===== src/rtl/ex_hazard_ctrl.sv =====
// ----------------------------------------------------------------------------
// ex_hazard_ctrl
//   Hazard and sequencing controller for the EX stage of a five-stage MIPS
//   pipeline. It keeps its own shadow copy of the instructions sitting in
//   EX, MEM and WB, and from those it derives:
//     - operand forwarding selects for the instruction in EX,
//     - the load-use stall/bubble for the instruction in ID,
//     - the branch flush,
//     - a debug halt/single-step FSM that drains the back end and then
//       freezes every pipeline register.
//
// Ports
//   i_clk, i_reset_n        clock (rising edge), async active-low reset
//   i_id_*                  decoded fields of the instruction in ID
//   i_branch_taken          branch in EX resolved taken this cycle
//   i_halt_req              debug halt request (level)
//   i_step                  single-step pulse, honoured only while HALTED
//   o_fwd_a / o_fwd_b       forwarding selects: 0 regfile, 1 EX/MEM, 2 MEM/WB
//   o_stall                 hold PC and IF/ID
//   o_bubble                zero the control fields entering ID/EX
//   o_flush                 clear IF/ID
//   o_pipe_en               global enable for every pipeline register
//   o_halted                pipeline is frozen
//   o_state                 FSM state: 0 RUN, 1 DRAIN, 2 HALTED, 3 STEP
//
// Handshake note: there is no valid/ready pair here. o_pipe_en is the single
// "advance" qualifier: a slot (and the real pipeline register it mirrors)
// only moves on a rising edge where o_pipe_en is 1.
// ----------------------------------------------------------------------------
module ex_hazard_ctrl #(
  parameter int REGS          = 5,
  parameter int CORTOCIRCUITO = 3
) (
  input  logic                     i_clk,
  input  logic                     i_reset_n,
  input  logic                     i_id_valid,
  input  logic [REGS-1:0]          i_id_rs,
  input  logic [REGS-1:0]          i_id_rt,
  input  logic                     i_id_uses_rs,
  input  logic                     i_id_uses_rt,
  input  logic [REGS-1:0]          i_id_dst,
  input  logic                     i_id_reg_write,
  input  logic                     i_id_mem_read,
  input  logic                     i_branch_taken,
  input  logic                     i_halt_req,
  input  logic                     i_step,
  output logic [CORTOCIRCUITO-1:0] o_fwd_a,
  output logic [CORTOCIRCUITO-1:0] o_fwd_b,
  output logic                     o_stall,
  output logic                     o_bubble,
  output logic                     o_flush,
  output logic                     o_pipe_en,
  output logic                     o_halted,
  output logic [1:0]               o_state
);

  // --------------------------------------------------------------------------
  // Types and constants
  // --------------------------------------------------------------------------
  typedef struct packed {
    logic            valid;
    logic [REGS-1:0] rs;
    logic [REGS-1:0] rt;
    logic            uses_rs;
    logic            uses_rt;
    logic [REGS-1:0] dst;
    logic            reg_write;
    logic            mem_read;
  } slot_t;

  typedef enum logic [1:0] {
    ST_RUN    = 2'd0,
    ST_DRAIN  = 2'd1,
    ST_HALTED = 2'd2,
    ST_STEP   = 2'd3
  } state_t;

  localparam logic [CORTOCIRCUITO-1:0] FWD_RF  = CORTOCIRCUITO'(0);
  localparam logic [CORTOCIRCUITO-1:0] FWD_MEM = CORTOCIRCUITO'(1);
  localparam logic [CORTOCIRCUITO-1:0] FWD_WB  = CORTOCIRCUITO'(2);

  localparam logic [REGS-1:0] REG_ZERO = '0;

  // --------------------------------------------------------------------------
  // State
  // --------------------------------------------------------------------------
  state_t state_q, state_d;
  slot_t  ex_q,  ex_d;
  slot_t  mem_q, mem_d;
  slot_t  wb_q,  wb_d;

  // Hazard terms shared by the output and slot logic.
  logic load_use;
  logic mem_hit_a, mem_hit_b;
  logic wb_hit_a,  wb_hit_b;

  // --------------------------------------------------------------------------
  // Load-use detection: a load in EX whose destination is read by ID.
  // $0 is never a real dependency.
  // --------------------------------------------------------------------------
  always_comb begin
    load_use = 1'b0;
    if (i_id_valid && ex_q.valid && ex_q.mem_read && (ex_q.dst != REG_ZERO)) begin
      load_use = (i_id_uses_rs && (i_id_rs == ex_q.dst)) ||
                 (i_id_uses_rt && (i_id_rt == ex_q.dst));
    end
  end

  // --------------------------------------------------------------------------
  // Forwarding matches. A load sitting in MEM has no ALU result to forward,
  // so it never matches from MEM; the load-use stall guarantees the consumer
  // only reaches EX once the load is in WB.
  // --------------------------------------------------------------------------
  always_comb begin
    mem_hit_a = 1'b0;
    mem_hit_b = 1'b0;
    wb_hit_a  = 1'b0;
    wb_hit_b  = 1'b0;
    if (mem_q.valid && mem_q.reg_write && !mem_q.mem_read && (mem_q.dst != REG_ZERO)) begin
      mem_hit_a = ex_q.uses_rs && (ex_q.rs == mem_q.dst);
      mem_hit_b = ex_q.uses_rt && (ex_q.rt == mem_q.dst);
    end
    if (wb_q.valid && wb_q.reg_write && (wb_q.dst != REG_ZERO)) begin
      wb_hit_a = ex_q.uses_rs && (ex_q.rs == wb_q.dst);
      wb_hit_b = ex_q.uses_rt && (ex_q.rt == wb_q.dst);
    end
  end

  // The younger result (MEM) wins over the older one (WB).
  always_comb begin
    o_fwd_a = FWD_RF;
    o_fwd_b = FWD_RF;
    if (ex_q.valid) begin
      if (mem_hit_a)     o_fwd_a = FWD_MEM;
      else if (wb_hit_a) o_fwd_a = FWD_WB;
      if (mem_hit_b)     o_fwd_b = FWD_MEM;
      else if (wb_hit_b) o_fwd_b = FWD_WB;
    end
  end

  // --------------------------------------------------------------------------
  // FSM process 1: state register
  // --------------------------------------------------------------------------
  always_ff @(posedge i_clk or negedge i_reset_n) begin
    if (!i_reset_n) state_q <= ST_RUN;
    else            state_q <= state_d;
  end

  // --------------------------------------------------------------------------
  // FSM process 2: next state
  // --------------------------------------------------------------------------
  always_comb begin
    state_d = state_q;
    case (state_q)
      ST_RUN: begin
        if (i_halt_req) state_d = ST_DRAIN;
      end
      ST_DRAIN: begin
        // DRAIN always bubbles EX and always advances, so once EX and MEM are
        // empty the edge that leaves DRAIN also retires whatever is in WB:
        // the pipeline is fully empty on arrival in HALTED.
        if (!ex_q.valid && !mem_q.valid) state_d = ST_HALTED;
      end
      ST_HALTED: begin
        if (!i_halt_req) state_d = ST_RUN;
        else if (i_step) state_d = ST_STEP;
      end
      ST_STEP: begin
        state_d = ST_HALTED;
      end
      default: state_d = ST_RUN;
    endcase
  end

  // --------------------------------------------------------------------------
  // FSM process 3: outputs
  // --------------------------------------------------------------------------
  always_comb begin
    o_stall   = 1'b0;
    o_bubble  = 1'b0;
    o_flush   = 1'b0;
    o_pipe_en = 1'b1;
    o_halted  = 1'b0;
    case (state_q)
      ST_RUN, ST_STEP: begin
        // A taken branch replaces the ID instruction anyway, so it cancels
        // the load-use stall and lets the PC load the target.
        o_flush  = i_branch_taken;
        o_bubble = i_branch_taken || load_use;
        o_stall  = load_use && !i_branch_taken;
      end
      ST_DRAIN: begin
        o_stall  = 1'b1;
        o_bubble = 1'b1;
        o_flush  = i_branch_taken;
      end
      ST_HALTED: begin
        o_stall   = 1'b1;
        o_pipe_en = 1'b0;
        o_halted  = 1'b1;
      end
      default: begin
        o_stall   = 1'b0;
        o_pipe_en = 1'b1;
      end
    endcase
  end

  assign o_state = state_q;

  // --------------------------------------------------------------------------
  // Shadow slots
  // --------------------------------------------------------------------------
  always_comb begin
    ex_d  = ex_q;
    mem_d = mem_q;
    wb_d  = wb_q;
    if (o_pipe_en) begin
      wb_d  = mem_q;
      mem_d = ex_q;
      if (o_bubble || o_flush || !i_id_valid) begin
        ex_d = '0;
      end else begin
        ex_d.valid     = 1'b1;
        ex_d.rs        = i_id_rs;
        ex_d.rt        = i_id_rt;
        ex_d.uses_rs   = i_id_uses_rs;
        ex_d.uses_rt   = i_id_uses_rt;
        ex_d.dst       = i_id_dst;
        ex_d.reg_write = i_id_reg_write;
        ex_d.mem_read  = i_id_mem_read;
      end
    end
  end

  always_ff @(posedge i_clk or negedge i_reset_n) begin
    if (!i_reset_n) begin
      ex_q  <= '0;
      mem_q <= '0;
      wb_q  <= '0;
    end else begin
      ex_q  <= ex_d;
      mem_q <= mem_d;
      wb_q  <= wb_d;
    end
  end

  // Source-operand fields of the older slots are carried for debug
  // visibility only; nothing downstream reads them.
  logic unused_slot_bits;
  assign unused_slot_bits = ^{mem_q.rs, mem_q.rt, mem_q.uses_rs, mem_q.uses_rt,
                              wb_q.rs, wb_q.rt, wb_q.uses_rs, wb_q.uses_rt,
                              wb_q.mem_read};

endmodule


===== config.mk =====
export PLATFORM = sky130hd
export DESIGN_NAME = ex_hazard_ctrl
export DESIGN_NICKNAME = d
export VERILOG_FILES = /design/src/rtl/ex_hazard_ctrl.sv
export SDC_FILE = /design/constraint.sdc
export NUM_CORES = 1
export LEC_CHECK = 0
export CORE_MARGIN = 2
export CORE_UTILIZATION = 57
export CTS_CLUSTER_DIAMETER = 40
export CTS_CLUSTER_SIZE = 16
export DETAILED_ROUTE_END_ITERATION = 8
export GPL_ROUTABILITY_DRIVEN = 0
export PLACE_DENSITY_LB_ADDON = 0.3
export SLEW_MARGIN = 20
export SYNTH_ARGS = -nofsm -noshare
export SYNTH_HDL_FRONTEND = slang
export SYNTH_SLANG_ARGS = --single-unit

===== constraint.sdc =====
create_clock -name i_clk -period 3.82 [get_ports i_clk]
set_input_delay 0.573 -clock i_clk [delete_from_list [all_inputs] [get_ports i_clk]]
set_output_delay 0.573 -clock i_clk [all_outputs]
set_load 0.01 [all_outputs]

==> out/results.txt <==
num rows -> 22
hold_sp -> wb_q[19]$_DFFE_PN0N_
Initial DRC Count -> 69
CTS Hold Buffers Added -> 0
Max VDD drop -> 0.000525 V
CP Launch Type -> flop
Worst-Skew Late Latency -> 0.28 ns
DR pass1 iterations -> 4
status -> finished clean
io pins -> 38
leak pwr -> 1.10 nW
PortBufs -> 35
Slew Limit Fails -> 0
CP max-delay cell -> or4_1
Post-synth EDFFs -> 0
worst r2r src -> o_state[1]$_DFFE_PN0P_
Avg Inst Size Synth -> 10.5 µm²
unique cell type count in the Yosys netlist -> 38
Post-synth ARST share -> 100%
skew final -> 0.00161 ns
setup TNS -> 0 ns
Via density -> 6.05
TritonCTS clock tree -> yes
Initial Util -> 59.7%
Mapped Area -> 2200 µm²
Synth Flop Type -> dfrtp_1
Tmin final -> 3.10 ns
hold path depth -> 1
die height -> 66.1 µm
YS warnings -> 0
non-filler cells in the finished layout -> 291
Die W -> 66.1 µm
FILL cells -> 292
Min-Delay Path Class -> flop to flop
cells after synthesis -> 209
layout net count -> 272
clock sink count -> 37
Worst Path Required -> 3.25 ns
Area after DPL -> 2570 µm²
Total GRT Usage -> 25.9%
number of buffers created by CTS -> 5
total routed wirelength -> 4980 µm
ordered list of cells on the worst path -> or4_1 > o21ai_2 > nor3_4 > a21bo_1 > clkdlybuf4s50_1
final setup vio count -> 0
largest net degree at the start of global routing -> 53
total global routing overflow -> 0
Seq/Total Area, Yosys -> 42.1%
crit end category -> output pin
Finished Core Util -> 71.8%
vias in the first global route -> 1721
Core Region -> 3690 µm²
Routed Antenna Nets -> 0
cts repair resizes -> 0
RSZ-0062 raised after global routing -> no
share of cells above drive strength 1 -> 13.6%
worst-path maximum fanout -> 10
DRC -> 0
endpoints failing hold -> 0
Synth Register Bits -> 37
critical path type -> flop to output pin
max cap viols -> 0
Area growth, synth to finish -> 20.4%
Antenna diodes -> 0
worst slew pin tran -> 0.886 ns
Final HPWL DP -> 3550 µm
clk buf depth -> 2
origin of the worst setup path -> ex_q[6]$_DFFE_PN0N_
die area -> 4370 µm²
CP arrival -> 2.52 ns
Setup Fix Bufs, Post-CTS -> 0
first-pass GRT wire length -> 8500 µm
H-Tree Level Count -> 2
total vias in the final route -> 1762
clock root cell -> clkbuf_8
Max Fclk -> 323 MHz
Inst Count DP -> 283
worst stage delay on the critical path -> 0.57 ns
Clock Pin Slew Worst Setup and Hold Paths -> 0.07 ns
initial antenna violation count -> 0
Slew headroom -> 40.8%
pwr/cell area -> 585 nW/µm²
fin area -> 2650 µm²
R2R cell count -> 6
Final Cycle Share -> 81.1%
total power -> 1.55 mW
WL per Instance -> 17.1 µm
worst max-delay path: cells and delay by family (launching register included):
kind / cells / cell delay, ns
buffers and inverters: 1 / 0.47
AOI/OAI and AO/OA: 2 / 0.63
DFF: 1 / 0.49
and+or+nand+nor: 2 / 0.64
registers in the layout (all words and copies together), names as in the netlist:
signal and cells:
ex_q 20, mem_q 8, o_state 2, wb_q 7
through the flow:
step           setup slack (ns)  hold WS, ns
6_report                  0.723        0.525
5_1_grt                   0.632        0.544
4_1_cts                   0.696        0.533
3_5_place_dp              0.778        0.494
3_3_place_gp              0.824        0.490
2_1_floorplan              1.71        0.277
cells in the mapped netlist (2+ instances only):
| library cell | instances | area (µm²) |
|---|---|---|
| dfrtp_1 | 37 | 926 |
| xnor2_1 | 22 | 193 |
| a21oi_1 | 21 | 105 |
| a211oi_1 | 19 | 143 |
| a22oi_1 | 19 | 143 |
| mux2_2 | 15 | 169 |
| xor2_1 | 8 | 70.1 |
| clkbuf_1 | 7 | 26.3 |
| nand2_1 | 6 | 22.5 |
| ha_1 | 5 | 62.6 |
| inv_1 | 5 | 18.8 |
| nand4_1 | 4 | 25.0 |
| nor3_1 | 4 | 20.0 |
| buf_6 | 3 | 33.8 |
| or4_1 | 3 | 22.5 |
| and2_1 | 2 | 12.5 |
| buf_2 | 2 | 10.0 |
| buf_4 | 2 | 15.0 |
| nand3_1 | 2 | 10.0 |
| nor2b_1 | 2 | 12.5 |
| nor4_1 | 2 | 12.5 |
| o2111ai_1 | 2 | 17.5 |
| o21ai_0 | 2 | 10.0 |
cell families after synthesis:
kind of cell    count (synthesis)  share of synthesized area [%]
compound gates                 70                           21.6
flops                          37                           42.1
xor+xnor                       30                           11.9
simple gates                   30                           8.19
buf+inv                        21                           5.51
mux                            15                           7.67
fa+ha+maj                       5                           2.84
other cells                     1                          0.170
layout make-up:
type / count / area (µm²) / share of cell area, %
clock buffers: 6 / 72.6 / 2.74
repair buffers: 41 / 395 / 14.9
multi-input cells: 152 / 1170 / 44.0
inverters: 5 / 18.8 / 0.709
well taps: 48 / 60.1 / 2.27
clock inverters: 2 / 10.0 / 0.378
flip-flops and latches: 37 / 926 / 35.0
report_power, final:
part           internal, mW  switching [mW]  total [mW]
clock network         0.126           0.136       0.263
registers             0.480           0.126       0.606
logic                 0.332           0.350       0.681
total                 0.938           0.612        1.55
placed cells by master, fill, tap and decap left out, types with 6 or more instances in the layout:
cell type        count
a22oi_1             19
xor2_1               8
dfrtp_1             37
a21oi_1             21
mux2_2              15
buf_4                6
nand2_1              6
xnor2_1             22
a211oi_1            19
clkdlybuf4s50_1     35
worst paths after layout:
kind                                   endpoint  slack [ns]
setup / recovery                       o_bubble        0.72
hold / removal             wb_q[19]$_DFFE_PN0N_        0.52
setup reg to reg           ex_q[17]$_DFFE_PN0N_        1.59
hold reg to reg            wb_q[19]$_DFFE_PN0N_        0.52
max in group asynchronous   ex_q[6]$_DFFE_PN0N_        2.79
min in group asynchronous   wb_q[6]$_DFFE_PN0N_        0.70
routing by layer:
| metal | vias up | GRT usage [%] | share of wire (%) |
|---|---|---|---|
| met4 | 0 | 7.91 | 0.84 |
| met1 | 870 | 36.0 | 46 |
| met3 | 5 | 3.07 | 3.0 |
| met5 | - | 0 | 0 |
| met2 | 40 | 42.4 | 50 |
| li1 | 847 | - | - |
No activity file was read; power rests on OpenSTA's default activity.
